[config.mk]
export PLATFORM = sky130hd
export DESIGN_NAME = nv_ram_rws_64x32_fifo_ctl
export DESIGN_NICKNAME = d
export VERILOG_FILES = /design/src/rtl/nv_ram_rws_64x32_fifo_ctl.sv
export SDC_FILE = /design/constraint.sdc
export NUM_CORES = 1
export LEC_CHECK = 0
export CORE_MARGIN = 2
export CORE_UTILIZATION = 46
export CTS_BUF_LIST = sky130_fd_sc_hd__clkbuf_4 sky130_fd_sc_hd__clkbuf_8
export DETAILED_ROUTE_END_ITERATION = 6
export GPL_TIMING_DRIVEN = 0
export HOLD_SLACK_MARGIN = 0.15
export PLACE_DENSITY_LB_ADDON = 0.1
export SETUP_SLACK_MARGIN = 0.2
export SLEW_MARGIN = 40
export SYNTH_ARGS = -nofsm -noshare
export SYNTH_HDL_FRONTEND = slang
export SYNTH_SLANG_ARGS = --single-unit
[constraint.sdc]
create_clock -name clk -period 6.2 [get_ports clk]
set_input_delay 1.24 -clock clk [delete_from_list [all_inputs] [get_ports clk]]
set_output_delay 1.24 -clock clk [all_outputs]
set_load 0.05 [all_outputs]
[src/rtl/nv_ram_rws_64x32_fifo_ctl.sv]
// ---------------------------------------------------------------------------
// nv_ram_rws_64x32_fifo_ctl
//
// Drives both ports of an external nv_ram_rws_64x32 and presents it as a
// 32-bit FIFO. Pushes are written straight into the RAM. Reads are issued
// ahead into a 2-entry output buffer. That buffer hides the RAM's one-cycle
// registered-address read latency, so the pop side can run at one item per
// cycle.
//
// Ports:
//   clk, rst        core clock, synchronous active-high reset
//   wr_pvld/prdy/pd push interface (valid/ready)
//   rd_pvld/prdy/pd pop interface (valid/ready), rd_pd is the FIFO head
//   ram_wa/we/di    RAM write port
//   ram_ra/re       RAM read address/enable (RAM registers ra on re)
//   ram_dout        RAM read data, M[ra registered]
//   count           total occupancy (RAM + in-flight read + output buffer)
//   pwrbus_in       power bus, forwarded unchanged on pwrbus_ram_pd
//
// Handshake: a transfer happens on a rising edge where valid and ready are
// both high. The producer holds valid and data stable until that transfer
// happens. Ready never depends on valid of the same interface.
// ---------------------------------------------------------------------------
module nv_ram_rws_64x32_fifo_ctl #(
    parameter int DEPTH = 64,
    parameter int AW    = 6,
    parameter int DW    = 32,
    parameter int CW    = 7
) (
    input  logic          clk,
    input  logic          rst,
    input  logic          wr_pvld,
    output logic          wr_prdy,
    input  logic [DW-1:0] wr_pd,
    output logic          rd_pvld,
    input  logic          rd_prdy,
    output logic [DW-1:0] rd_pd,
    output logic [AW-1:0] ram_wa,
    output logic          ram_we,
    output logic [DW-1:0] ram_di,
    output logic [AW-1:0] ram_ra,
    output logic          ram_re,
    input  logic [DW-1:0] ram_dout,
    output logic [CW-1:0] count,
    input  logic [31:0]   pwrbus_in,
    output logic [31:0]   pwrbus_ram_pd
);

    localparam logic [AW:0] FULL_CNT = (AW+1)'(DEPTH);

    logic [AW-1:0] wptr;
    logic [AW-1:0] rptr;
    logic [AW:0]   ram_cnt;   // written entries whose read is not yet issued
    logic          infl;      // read issued last cycle, ram_dout valid now
    logic [DW-1:0] obuf0;     // head of FIFO
    logic [DW-1:0] obuf1;     // second entry
    logic [1:0]    out_cnt;   // valid entries in obuf (0..2)

    logic          push;
    logic          pop;
    logic          issue;
    logic [2:0]    obuf_need; // obuf occupancy after this edge, before a new issue
    logic [1:0]    obuf_base; // obuf occupancy after this edge's pop

    // Write side
    assign wr_prdy = !rst && (ram_cnt != FULL_CNT);
    assign push    = wr_pvld && wr_prdy;
    assign ram_we  = push;
    assign ram_wa  = wptr;
    assign ram_di  = wr_pd;

    // Read side
    assign rd_pvld = (out_cnt != 2'd0);
    assign rd_pd   = obuf0;
    assign pop     = rd_pvld && rd_prdy;

    // A read may be issued only if its data will have an obuf slot when it
    // returns next cycle. Counting the pending capture and this cycle's pop
    // lets the read stream run without bubbles.
    assign obuf_need = 3'(out_cnt) + 3'(infl) - 3'(pop);
    assign issue     = !rst && (ram_cnt != '0) && (obuf_need < 3'd2);
    assign ram_re    = issue;
    assign ram_ra    = rptr;

    assign obuf_base = out_cnt - 2'(pop);

    assign count = CW'(ram_cnt) + CW'(infl) + CW'(out_cnt);

    assign pwrbus_ram_pd = pwrbus_in;

    always_ff @(posedge clk) begin
        if (rst) begin
            wptr    <= '0;
            rptr    <= '0;
            ram_cnt <= '0;
            infl    <= 1'b0;
            out_cnt <= 2'd0;
            obuf0   <= '0;
            obuf1   <= '0;
        end else begin
            if (push) begin
                wptr <= wptr + 1'b1;
            end
            if (issue) begin
                rptr <= rptr + 1'b1;
            end
            infl    <= issue;
            ram_cnt <= ram_cnt + (AW+1)'(push) - (AW+1)'(issue);
            out_cnt <= out_cnt - 2'(pop) + 2'(infl);

            if (pop && (out_cnt == 2'd2)) begin
                obuf0 <= obuf1;
            end
            // A capture never coincides with out_cnt==2, because the issue
            // rule keeps out_cnt+infl <= 2. So a capture cannot collide with
            // the shift above.
            if (infl) begin
                if (obuf_base == 2'd0) begin
                    obuf0 <= ram_dout;
                end else begin
                    obuf1 <= ram_dout;
                end
            end
        end
    end

endmodule

=== Word-level counts from Yosys, hierarchy flattened ===
Cells that the tools add are included.

* Flip-flop bits (word level): 86
* Input bits: 100
* Output and inout bits: 119
* Logic and storage cells: 35

* Add/sub/neg operators: 10
* Magnitude comparators: 1
* Equal/unequal tests: 2
* Muxes and demuxes: 3
* Bitwise operators: 1
* Reductions and logical operators: 11

{| class="wikitable"
|+ Operator list
! operator !! number
|-
| 32-bit two-way mux || 3
|-
| 7-bit by 1-bit adder with 7-bit output || 2
|-
| 6-bit by 1-bit adder with 6-bit output, second input constant || 2
|-
| 7-bit by 2-bit adder with 7-bit output || 1
|-
| 7-bit inequality test, second input constant || 1
|-
| 7-bit nonzero test || 1
|-
| 7-bit by 1-bit subtractor with 7-bit output || 1
|-
| 1-bit logical AND || 6
|-
| 2-bit by 1-bit adder with 3-bit output || 1
|-
| 3-bit by 2-bit less-than comparator with 1-bit output, second input constant || 1
|-
| 3-bit by 1-bit subtractor with 3-bit output || 1
|-
| 2-bit by 1-bit adder with 2-bit output || 1
|-
| 2-bit == test, second input constant || 1
|-
| 2-bit logical NOT || 1
|-
| 2-bit AND reduction || 1
|-
| 2-bit nonzero test || 1
|-
| 2-bit by 1-bit subtractor with 2-bit output || 1
|-
| 1-bit logical NOT || 1
|-
| 1-bit NOT || 1
|}

=== Logic depth before layout (Yosys ltp) ===
* Word-level depth: 6
* Mapped depth: 18
* Gate-level depth less buffers: 17

=== Least setup slack after synthesis ===
Ideal clock, no wire load.

* Kind: input to register
* Start: in rd_prdy
* End: reg ram_cnt[6]
* Library setup time: 0.062 ns
* Arrival: 4.481 ns
* Data required time: 6.138 ns
* Path slack: 1.657 ns
* Stages on the path: 17
* Path buffers: 1
* Cell sequence: nand3_4 > clkbuf_1 > o21ai_0 > nand2_1 > fa_1 > nor2b_1 > o211ai_1 > inv_1 > ha_1 > inv_1 > ha_1 > inv_1 > fa_1 > nor2b_1 > o311a_1 > or3_1 > nand3_1

* Longest elaborated chain between the ends: 5

{| class="wikitable"
|+ Ends and longest elaborated chain
! what !! line !! text
|-
| from (decl) || 36 || <nowiki>input logic rd_prdy,</nowiki>
|-
| 1-bit logical AND || 75 || <nowiki>assign pop = rd_pvld && rd_prdy;</nowiki>
|-
| 3-bit by 1-bit subtractor with 3-bit output || 80 || <nowiki>assign obuf_need = 3'(out_cnt) + 3'(infl) - 3'(pop);</nowiki>
|-
| 3-bit by 2-bit less-than comparator with 1-bit output || 81 || <nowiki>assign issue = !rst && (ram_cnt != '0) && (obuf_need < 3'd2);</nowiki>
|-
| 1-bit logical AND || 81 ||
|-
| named net ram_re || 42 || <nowiki>output logic ram_re,</nowiki>
|-
| 7-bit by 1-bit subtractor with 7-bit output || 108 || <nowiki>ram_cnt <= ram_cnt + (AW+1)'(push) - (AW+1)'(issue);</nowiki>
|-
| to (signal assigned) || 108 ||
|-
| to (decl) || 53 || <nowiki>logic [AW:0] ram_cnt;</nowiki>
|}

The timed path passes the listed nets, and every way through them passes these cells.
A chain may end at the register's enable or synchronous reset.

=== Worst setup path in the final report ===
* Start: in rd_prdy
* End: out ram_re

* Longest elaborated chain between the ends: 4

{| class="wikitable"
|+ Ends and longest elaborated chain
! what !! line
|-
| 1-bit logical AND || 75
|-
| 3-bit by 1-bit subtractor with 3-bit output || 80
|-
| 3-bit by 2-bit less-than comparator with 1-bit output || 81
|-
| 1-bit logical AND || 81
|-
| to (decl) || 42
|}

Every way passes these cells.

==> summary.md <==
| Metric | Value |
|---|---|
| Kind of start point of the critical path | primary input |
| Final-report hold violation count | 0 |
| Die Y-Extent | 104 um |
| Setup-failing EPs final | 0 |
| Flop pwr share | approximately 28% |
| Root buffer cell | clkbuf_8 |
| Most prevalent standard cell on the critical path | clkdlybuf4s50_1 |
| Minimum clock period after layout | around 5.7 ns |
| Routed via count | roughly 4200 |
| Net Sw Power | between 1000 and 1500 uW |
| Power per Cell Area | roughly 470 mW/mm^2 |
| GRT Total Usage | 22.3% |
| Post-synthesis cell type count | 42 |
| Post-synthesis instance area | approximately 0.0046 mm^2 |
| Latest clock arrival within the worst-skew pair | ~0.35 ns |
| CP cell instances | clkdlybuf4s50_1, nand3_4, clkbuf_1, o21ai_0, nand2_1, fa_1, nor2b_1, o211ai_1, inv_1, clkdlybuf4s50_1 |
| Dominant synthesized flop cell | dfxtp_1 |
| Number of antenna-violating nets in the routed design | 0 |
| Sink Count | 86 |
| Critical hold path startpoint | obuf1[12]$_SDFFE_PP0P_ |
| Synth top area share | 37.4% |
| Internal power component | 1540 uW |
| Antenna cell count | 0 |
| Worst-path cell with the longest stage delay | clkdlybuf4s50_1 |
| Routed wire length | around 12 mm |
| Share of layout cells above drive strength 1 | 17.8% |
| Initial DRC count | roughly 200 |
| Number of nets produced by synthesis | about 670 |
| Max Root-Sink Buffers | 2 |
| Count of input and output buffers | approximately 150 |
| Class of the worst hold path | register to register |
| Kind of end point of the critical path | primary output |
| Die ar. | roughly 0.011 mm^2 |
| Sequential standard cell area | between 0.0015 and 0.002 mm^2 |
| Area overhead of the layout relative to synthesis | 40.9% |
| Startpoint of the most critical register-to-register path | out_cnt[1]$_SDFF_PP0_ |
| Post-synthesis sequential element count | 86 |
| Proportion of total power due to net switching | around half |
| Data required time of the worst path | roughly 5 ns |
| Post-Route Skew | ~0.012 ns |
| Placeable Area | between 0.009 and 0.01 mm^2 |
| Maximum level of the CTS H-tree | 3 |
| Via-per-instance ratio | between 4 and 5 |
| Total negative slack | 0 ns |
| Main area contributors after synthesis | dfxtp_1 37%, nand2_1 11%, buf_4 11% |
| Fin. max-slew vios | 0 |
| Register-to-Register Setup Slack | around 2.1 ns |
| Count of TritonRoute iterations in the first routing pass | 4 |
| Number of global-route vias before repair | ~4200 |
| Clock transition at the registers of the reported paths | ~0.080 ns |
| Worst relative slew slack | roughly half |
| PostCTS Resize Cnt | 0 |
| Number of max-cap violations | 0 |
| Worst reg2reg path depth | 16 |
| DRC | 0 |
| CTS tree | yes |
| Initial Utilization | 47.3% |
| Final estimated routing congestion in global placement | around 0.8 |
| Worst setup path endpoint | ram_re |
| Worst Max-Slew Pin Slew | slightly below 0.8 ns |
| Area taken by multi-input logic gates | 0.00217 mm^2 |
| Initial antenna violation count | 0 |
| RSZ-0062 raised after global routing | false |
| Warnings from Yosys | 0 |
| TritonCTS buffer count | 9 |
| Number of instances in the synthesized netlist | ~540 |
| Max VDD drop | 0.000296 V |
| Per-cell routed wire length | around 14 um |
| Peak fanout along the critical path | 10 |
| Part of the total power dissipated in the clock network | 11.8% |
| Arr. time, crit path | 4.44 ns |
| Endpoint of the lowest-slack register-to-register path | ram_cnt[6]$_SDFF_PP0_ |
| Final core utilization | 66.6% |
| Register area share after synthesis | about 37% |
| Std cell rows | 36 |
| Maximum number of pins on one net before global-route repair | 16 |
| First-pass GRT wire length | a little over 20 mm |
| Number of enable flip-flop cells after synthesis | 0 |
| Leakage power of the design | 0.00247 uW |
| Number of hold buffers added after cts | 0 |
| Fillers | around 820 |
| Remaining global-route overflow | 0 |
| Mean area per synthesized cell | 8.46 um^2 |
| Die Span X | around 100 um |
| Detailed Place HPWL | a little over 9 mm |
| Share of total power in combinational logic | slightly above 60% |
| Count of buffers added by post-CTS timing repair for setup | 0 |
| Run status | finished clean |
| Share of synthesized registers carrying an async set or reset | 0% |
| Count of boundary I/O pins | 219 |
| Worst setup startpoint | rd_prdy |
| Peak clock frequency supported by timing | 176 MHz |
| Slowest stage delay, CP | between 0.8 and 0.9 ns |
| Nets@finish | between 800 and 900 |
| Final period util | approximately 90% |
| Area leader, netlist | dfxtp_1 |
| Crit Path Category | primary input to primary output |
-- routing by layer --
| layer | GRT usage [%] | share of wire (%) |
|---|---|---|
| met3 | 4.45 | 6.5 |
| met2 | 40.7 | 50 |
| met5 | 0 | 0 |
| met1 | 26.8 | 42 |
| met4 | 5.41 | 0.91 |
-- kinds of logic after synthesis --
family	Yosys count	synth area share, %
xor+xnor	15	2.85
fa+ha+maj	21	6.36
mux	4	0.897
flops	86	37.4
simple gates	214	19.5
buf+inv	115	15.5
compound gates	89	17.5
-- how the worst min path moves through the flow --
stage / depth (start not counted) / end / slack (ns)
detailed placement: 2 / obuf1[1]$_SDFFE_PP0P_ / 0.45
floorplan: 2 / obuf1[0]$_SDFFE_PP0P_ / 0.44
global route: 2 / obuf1[8]$_SDFFE_PP0P_ / 0.48
CTS: 2 / obuf1[1]$_SDFFE_PP0P_ / 0.46
finish: 2 / obuf1[12]$_SDFFE_PP0P_ / 0.46
global placement: 2 / obuf1[10]$_SDFFE_PP0P_ / 0.44
-- cells in the mapped netlist, types with 2 or more instances --
| master | count |
|---|---|
| mux2i_1 | 3 |
| buf_4 | 65 |
| o21ai_0 | 6 |
| nor2_1 | 45 |
| buf_1 | 4 |
| xnor2_1 | 14 |
| nand3_1 | 7 |
| and4_1 | 2 |
| nand4_1 | 2 |
| or3_1 | 2 |
| buf_2 | 5 |
| o211ai_1 | 2 |
| a211oi_1 | 4 |
| dfxtp_1 | 86 |
| nor4_1 | 2 |
| a21oi_1 | 38 |
| clkbuf_1 | 16 |
| fa_1 | 4 |
| a311oi_2 | 32 |
| nor2b_1 | 8 |
| buf_6 | 4 |
| nand2_1 | 137 |
| nor3_1 | 2 |
| inv_1 | 19 |
| inv_2 | 2 |
| ha_1 | 17 |
-- final cells by class --
| class | count | area share [%] |
|---|---|---|
| Tap cell | 133 | 2.57 |
| Buffer | 94 | 9.76 |
| Inverter | 21 | 1.22 |
| Sequential cell | 86 | 26.6 |
| Clock inverter | 6 | 0.714 |
| Clock buffer | 10 | 2.03 |
| Multi-Input combinational cell | 343 | 33.5 |
| Timing Repair Buffer | 153 | 23.6 |
-- power by group through the flow --
stage,Clock [uW],Combinational [uW],Sequential [uW]
after floorplan,0,975,1180
after global placement,0,1800,842
after detailed placement,0,1850,848
after CTS,369,1850,837
after global routing,395,1970,858
final,359,1840,836
-- registers in the layout, summed over array words and instances (netlist names) --
register / cells
obuf1: 32
rd_pd: 32
ram_cnt: 7
ram_ra: 6
ram_wa: 6
out_cnt: 2
infl: 1
-- metrics by stage --
step	setup slack [ns]	area (um^2)	power, uW	instances	hold slack [ns]
after floorplan	1.66	4600	2150	544	0.437
after global placement	0.535	6300	2650	830	0.442
after detailed placement	0.527	6310	2690	830	0.447
after CTS	0.497	6480	3060	846	0.459
after global routing	0.289	6480	3230	846	0.477
final	0.523	6480	3030	846	0.458
-- worst max-delay path: cells and delay by family --
kind	cells	cell delay (ns)
AO/OA/AOI/OAI	2	0.37
adder cells (fa/ha/maj)	1	0.49
buffers and inverters	4	1.96
AND/OR/NAND/NOR	3	0.36
-- cell usage in the layout (no fill, tap or decap), types with 16 or more instances in the layout --
cell type        synthesis  final
a21oi_1                 38     38
a311oi_2                32     32
buf_4                   65     65
clkbuf_1                16     16
clkdlybuf4s50_1          0    153
dfxtp_1                 86     86
ha_1                    17     17
inv_1                   19     19
nand2_1                137    137
nor2_1                  45     45
Note: power is estimated with default switching activity, not from simulation.
